<file path="config.mk">
export PLATFORM = sky130hd
export DESIGN_NAME = dds_sine_gen
export DESIGN_NICKNAME = d
export VERILOG_FILES = /design/src/rtl/dds_pkg.sv /design/src/rtl/dds_sine_gen_lut.sv /design/src/rtl/dds_sine_gen.sv
export SDC_FILE = /design/constraint.sdc
export NUM_CORES = 1
export LEC_CHECK = 0
export CORE_MARGIN = 3
export CORE_UTILIZATION = 35
export CTS_CLUSTER_DIAMETER = 150
export DETAILED_ROUTE_END_ITERATION = 16
export PLACE_DENSITY_LB_ADDON = 0.08
export SKIP_CTS_REPAIR_TIMING = 1
export SYNTH_ARGS = -nofsm -noshare
export SYNTH_HDL_FRONTEND = slang
export SYNTH_SLANG_ARGS = --single-unit
export TNS_END_PERCENT = 5
</file>
<file path="constraint.sdc">
create_clock -name clk -period 3 [get_ports clk]
set_input_delay 0.6 -clock clk [delete_from_list [all_inputs] [get_ports clk]]
set_output_delay 0.6 -clock clk [all_outputs]
set_load 0.05 [all_outputs]
</file>
<file path="src/rtl/dds_pkg.sv">
// dds_pkg: shared widths, quadrant encoding and quarter-wave table generator for the DDS sine block
package dds_pkg;

   localparam int PHASE_W_DEF = 16;
   localparam int ADDR_W_DEF  = 5;
   localparam int DATA_W_DEF  = 8;

   // Quadrant of the folded index; bit 0 selects mirrored addressing, bit 1 selects negation
   typedef enum logic [1:0] {
      Q_RISE     = 2'd0,
      Q_FALL     = 2'd1,
      Q_NEG_FALL = 2'd2,
      Q_NEG_RISE = 2'd3
   } quad_e;

   // Cosine leads sine by one quadrant
   localparam logic [1:0] COS_OFFSET_Q = 2'd1;

   localparam real HALF_PI = 1.57079632679489661923;

   // Taylor series sine, accurate far beyond table resolution on [0, pi/2]
   function automatic real sin_q(input real x);
      real t, s;
      t = x;
      s = x;
      for (int i = 1; i < 12; i++) begin
         t = -t * x * x / real'((2 * i) * (2 * i + 1));
         s = s + t;
      end
      return s;
   endfunction

   // Table entry k: midpoint-sampled quarter sine, rounded to nearest, never zero at seams
   function automatic int lut_entry(input int k, input int addr_w, input int data_w);
      real amp, v;
      amp = real'((1 << (data_w - 1)) - 1);
      v   = amp * sin_q(HALF_PI * (real'(k) + 0.5) / real'(1 << addr_w));
      return $rtoi(v + 0.5);
   endfunction

endpackage

</file>
<file path="src/rtl/dds_sine_gen_lut.sv">
// lut_quarter_sine: combinational quarter-wave magnitude ROM built at elaboration
module lut_quarter_sine
   import dds_pkg::*;
#(
   parameter int ADDR_W = ADDR_W_DEF,
   parameter int DATA_W = DATA_W_DEF
) (
   input  logic [ADDR_W-1:0] addr_i,
   output logic [DATA_W-2:0] mag_o
);

   logic [DATA_W-2:0] rom [2**ADDR_W];

   for (genvar k = 0; k < 2**ADDR_W; k++) begin : g_rom
      localparam logic [DATA_W-2:0] V = (DATA_W-1)'(lut_entry(k, ADDR_W, DATA_W));
      assign rom[k] = V;
   end

   assign mag_o = rom[addr_i];

endmodule

</file>
<file path="src/rtl/dds_sine_gen.sv">
// dds_sine_gen: phase accumulator, quadrant folding and two-stage signed sine/cosine pipeline
module dds_sine_gen
   import dds_pkg::*;
#(
   parameter int PHASE_W = PHASE_W_DEF,
   parameter int ADDR_W  = ADDR_W_DEF,
   parameter int DATA_W  = DATA_W_DEF
) (
   input  logic               clk,
   input  logic               rst_n,
   input  logic               en,
   input  logic [PHASE_W-1:0] phase_inc,
   input  logic               phase_load,
   input  logic [PHASE_W-1:0] phase_in,
   input  logic               cos_sel,
   output logic [DATA_W-1:0]  out_data,
   output logic               out_valid,
   input  logic               out_ready
);

   localparam int IW = ADDR_W + 2;

   logic [PHASE_W-1:0]       acc_q, acc_d;
   logic [ADDR_W-1:0]        s1_addr_q;
   logic                     s1_neg_q, s1_valid_q, s1_valid_d;
   logic signed [DATA_W-1:0] out_data_q, out_data_d;
   logic                     out_valid_q;
   logic [IW-1:0]            p;
   quad_e                    q;
   logic [ADDR_W-1:0]        idx, addr;
   logic                     neg, adv;
   logic [DATA_W-2:0]        mag;
   logic signed [DATA_W-1:0] mag_s;

   assign adv = !out_valid_q || out_ready;

   // Fold the top phase bits into a quarter-table address plus sign
   always_comb begin
      p     = acc_q[PHASE_W-1 -: IW] + {cos_sel ? COS_OFFSET_Q : 2'b00, {ADDR_W{1'b0}}};
      q     = quad_e'(p[IW-1 -: 2]);
      idx   = p[ADDR_W-1:0];
      addr  = (q == Q_FALL || q == Q_NEG_RISE) ? ~idx : idx;
      neg   = q == Q_NEG_FALL || q == Q_NEG_RISE;
      mag_s = {1'b0, mag};
      acc_d = phase_load ? phase_in : (adv && en) ? acc_q + phase_inc : acc_q;
      s1_valid_d = en && !phase_load;
      out_data_d = s1_neg_q ? -mag_s : mag_s;
   end

   lut_quarter_sine #(.ADDR_W(ADDR_W), .DATA_W(DATA_W)) u_lut (
      .addr_i (s1_addr_q),
      .mag_o  (mag)
   );

   // Accumulator: load wins even while stalled, otherwise advance on issue
   always_ff @(posedge clk or negedge rst_n) begin
      if (!rst_n) acc_q <= '0;
      else        acc_q <= acc_d;
   end

   // Pipeline stages move together only when the output slot can advance
   always_ff @(posedge clk or negedge rst_n) begin
      if (!rst_n) begin
         s1_addr_q   <= '0;
         s1_neg_q    <= 1'b0;
         s1_valid_q  <= 1'b0;
         out_data_q  <= '0;
         out_valid_q <= 1'b0;
      end else if (adv) begin
         s1_addr_q   <= addr;
         s1_neg_q    <= neg;
         s1_valid_q  <= s1_valid_d;
         out_data_q  <= out_data_d;
         out_valid_q <= s1_valid_q;
      end
   end

   assign out_data  = out_data_q;
   assign out_valid = out_valid_q;

endmodule

</file>
==> Word-level counts from Yosys, hierarchy flattened <==
Memories as Yosys holds them, arrays and structs flattened.
Index checks and enable logic that the tools add are counted.
{ "totals": {"register_bits": 32, "mem_bits_ro": 224, "input_bits": 38, "out_inout_bits": 9, "wordCells": 31, "memories": 1} }
{ "mem_list": {"columns": ["name", "depth", "width", "rd", "rd_clocked_by_memory_dff", "wr", "line", "rtl"], "rows": [
  ["(name not given)", 32, 7, 1, 0, 0, "dds_sine_gen_lut.sv:19", "assign mag_o = rom[addr_i];"]
]} }
{ "op_classes": {"addsub": 3, "magnitude_cmp": 1, "n_eq_ne": 3, "muxes": 7, "n_bitwise": 2, "n_reduce_logical": 8} }
{ "ops": {"columns": ["cell", "n"], "rows": [
  ["16-bit two-way mux", 2],
  ["16-bit adder", 1],
  ["7-bit two-way mux", 2],
  ["8-bit two-way mux", 1],
  ["7-bit negator with 8-bit output", 1],
  ["7-bit by 6-bit adder with 7-bit output", 1],
  ["6-bit greater-or-equal comparator, second input constant", 1],
  ["5-bit inverter with 6-bit output", 1],
  ["5-bit two-way mux", 1],
  ["5-bit inverter", 1],
  ["2-bit == test, second input constant", 2],
  ["1-bit logical OR", 3],
  ["2-bit by 1-bit == test with 1-bit output, second input constant", 1],
  ["1-bit logical AND", 2],
  ["1-bit zero test", 2],
  ["2-bit nonzero test", 1],
  ["1-bit two-way mux", 1]
]} }

==> Longest topological paths before layout <==
{ "depth": {"word_depth": 6, "mapped_depth": 10, "ltp_nobuf": 10} }

==> By module <==
Synthesis repeated with hierarchy kept, for this count alone.
{ "hier_totals": {"hier_cells": 297, "hier_area_um2": 2606.2} }
{ "modules_own_cells": {"columns": ["module", "n_inst", "cells_per_inst", "area_per_inst_um2"], "rows": [
  ["dds_sine_gen", 1, 242, 2170.8],
  ["lut_quarter_sine", 1, 55, 435.4]
]} }

==> Least setup slack after synthesis <==
OpenSTA, ideal clock, no wires.
{ "synth_timing": {"kind": "input port to flip-flop", "startpoint": "input phase_inc[0]", "endpoint": "register acc_q[12]", "setup_time_ps": 131, "arrival_time_ps": 2478, "slack_ps": 391, "stages": 9, "path_cell_list": "ha_1 -> fa_1 -> a21oi_1 -> o21ai_1 -> a21o_1 -> a211o_1 -> a21oi_1 -> nor4_1 -> or3_1"} }
{ "synth_via": {"elab_chain_len": 3} }
{ "synth_rtl": {"columns": ["item", "line", "rtl"], "rows": [
  ["start: declaration", "dds_sine_gen.sv:12", "input logic [PHASE_W-1:0] phase_inc,"],
  ["16-bit adder", "dds_sine_gen.sv:45", "acc_d = phase_load ? phase_in : (adv && en) ? acc_q + phase_inc : acc_q;"],
  ["16-bit two-way mux (2 in a row)", "dds_sine_gen.sv:45", null],
  ["end signal: assignment", "dds_sine_gen.sv:57", "if (!rst_n) acc_q <= '0;"],
  ["end signal: assignment", "dds_sine_gen.sv:58", "else acc_q <= acc_d;"],
  ["end: declaration", "dds_sine_gen.sv:23", "logic [PHASE_W-1:0] acc_q, acc_d;"]
]} }
No other way between the ends. The select of a mux whose other input is x is not followed.
A chain may end at the register's enable or synchronous reset.

==> Worst setup path in the final report <==
Same ends and word-level chain as after synthesis.

==> results.md <==
- Critical path arrival: 2.97 ns
- Synth area leader: dfrtp_1
- Mux contribution to synthesized area: 0.0933
- Area Growth Syn to Fin: 26.3%
- Die Y: 92.5 um
- Total GRT Usage: 0.153
- CTS tree: done
- Initial antenna violation count: 0
- FP Rows: 30
- Register area share after synthesis: 0.306
- Power Dens Cells: 862 nW/um2
- Maximum root-to-sink buffer count: 2
- Synth Register Bits: 32
- Async SR Flop Fraction: 1.00
- I/O pin count: between 40 and 50
- Fillers: 724
- Setup violations, final: 0
- Port bufs: 46
- Setup Skew: approximately 0.0065 ns
- Routed Antenna Nets: 0
- Least-Margin Pin Slew: 0.714 ns
- Number of global-route vias before repair: 2287
- Fin crit share: 0.937
- Status: finished, final reports clean
- Max_slew headroom: 0.524
- Worst path required time: 3.16 ns
- CP max FO: 2
- Mean area per synthesized cell: 8.61 um2
- Die W: 92.5 um
- Ys flop type: dfrtp_1
- CTS sink count: 32
- Via count: approximately 2.3k
- Setup TNS: 0 ns
- DPL Wire Length: 4680 um
- Post-synth top area share: 0.306
- Unique masters post-synth: 46
- Syn Nets: 367
- Largest family of logic cells by synthesized area: compound AO/OA/AOI/OAI gates
- Die area: 8550 um2
- P_leak: roughly 0.0015 uW
- Total power: 2850 uW
- Initial Util: 0.373
- Synth top cells by count: 47 x nand2_1, 32 x dfrtp_1, 29 x o21ai_0
- Peak VDD IR: 0.000266 V
- Largest net degree at the start of global routing: 33
- Critical path class: input port to register
- Crit. End Element: register
- TritonRoute pass-1 iters: 4
- Xor and xnor area share after synthesis: 0.0837
- Global-route wire length before repair: ~11000 um
- Synth Area in Compound Gates: 0.201
- Post-synth design cell area: about 2600 um2
- Initial DRC count: 68
- WL final: ~6000 um
- Max-slew violation count: 0
- Worst-Skew Late Latency: between 0.2 and 0.3 ns
- Final Net Count: 414
- Placeable Area: 7020 um2
- Number of synthesized flops with an enable pin: 0
- Root buf cell: clkbuf_8
- Final hold viol count: 0
- Syn Inst Count: a little over 300
- TritonCTS Buffers: 5
- Grt ovf: 0
- Vias per std cell: about 5
- Clock-pin slew on the worst setup and hold paths: 0.07 ns
- Share of cells above drive strength 1: 0.0739
- # DRC: 0
- Max Cap Viol: 0
- H-tree lvl count: 2
- Fin crit period: 2.81 ns
- RSZ-0062 raised after global routing: false
- Adder-Cell Fraction of Synth Area: 0.122
- ANT cells: 0
- Simple-gate portion of the synthesized area: 0.150
- Most frequent cell after synthesis: nand2_1
- CP startpoint kind: input port
- Synth warn: 0
- Synth area leaders: dfrtp_1 31%, ha_1 11%, nand2_1 6.7%
- F_max: 356 MHz
- Wirelength per Cell: 13.8 um
- Placer Congestion: slightly below 0.8
- Hold crit path type: register to register
==> registers in the layout, summed over array words and instances, names as in the netlist <==
name / count
s1_addr_q: 5
out_data: 8
acc_q: 16
s1_neg_q: 1
s1_valid_q: 1
out_valid: 1
==> where the power goes <==
part           leakage [uW]  switching (uW)  internal (uW)
clock             0.0000541             173            246
sequential         0.000384             189            568
combinational       0.00103             919            753
total               0.00147            1280           1570
==> placed cells by master (no fill, tap or decap), types with 8 or more instances in the layout <==
| master | synthesis | routed |
|---|---|---|
| nand2_1 | 47 | 47 |
| clkdlybuf4s50_1 | 0 | 46 |
| dfrtp_1 | 32 | 32 |
| o21ai_0 | 29 | 29 |
| ha_1 | 24 | 24 |
| a21oi_1 | 19 | 18 |
| nor2_1 | 17 | 17 |
| xnor2_1 | 14 | 14 |
| mux2i_1 | 12 | 12 |
| inv_1 | 11 | 11 |
| xor2_1 | 11 | 11 |
| o21ai_1 | 11 | 11 |
| buf_4 | 1 | 8 |
==> per-stage QoR <==
step / std cells / instance area (um2) / util / setup WS, ns / hold WS (ns)
4_1_cts: 448 / 3300 / 0.470 / 0.166 / 0.479
3_5_place_dp: 440 / 3190 / 0.454 / -0.128 / 0.462
6_report: 448 / 3300 / 0.471 / 0.188 / 0.476
2_1_floorplan: 304 / 2620 / - / 0.391 / 0.304
5_1_grt: 448 / 3300 / 0.471 / 0.0367 / 0.515
3_3_place_gp: 440 / 3190 / 0.454 / -0.0990 / 0.451
==> area by class of cell <==
| type | instances | area [um2] | share of cell area |
|---|---|---|---|
| repair buffers | 54 | 520 | 0.158 |
| clock inverters | 3 | 42.5 | 0.0129 |
| multi-input cells | 246 | 1710 | 0.516 |
| inverters | 12 | 45.0 | 0.0136 |
| flip-flops and latches | 32 | 801 | 0.242 |
| well taps | 96 | 120 | 0.0363 |
| clock buffers | 5 | 68.8 | 0.0208 |
==> critical path, stage by stage <==
cell	delay, ns
clkdlybuf4s50_1	0.40
ha_1	0.23
fa_1	0.41
a21oi_2	0.18
o21ai_1	0.07
a21o_1	0.20
a211o_1	0.26
a21oi_1	0.17
nor4_1	0.06
or3_1	0.39
==> metal layers <==
layer,up-vias,track usage,part of all wire
met3,8,0.0292,0.039
met1,1077,0.188,0.45
met4,0,0.0408,0.011
li1,1161,-,-
met5,-,0,0
met2,42,0.270,0.50
==> logic make-up (layout without fill, tap and decap cells) <==
logic type,after synthesis,after routing
AOI/OAI and AO/OA,88,88
xor gates and xnor gates,25,25
adders and majority gates,25,25
buffers and inverters,26,74
DFF,32,32
muxes,20,20
and+or+nand+nor,88,88
==> worst paths after layout <==
path | start | endpoint | slack [ns] | depth (start not counted)
max in group asynchronous | rst_n | out_valid | 1.95 | 2
hold reg to reg | s1_valid_q | out_valid | 0.48 | 1
setup / recovery | phase_inc[0] | acc_q[12] | 0.19 | 10
min in group asynchronous | rst_n | s1_addr_q[2] | 0.73 | 2
setup reg to reg | s1_addr_q[0] | out_data[6] | 0.40 | 8
hold / removal | s1_valid_q | out_valid | 0.48 | 1
(Power assumes the default switching activity.)
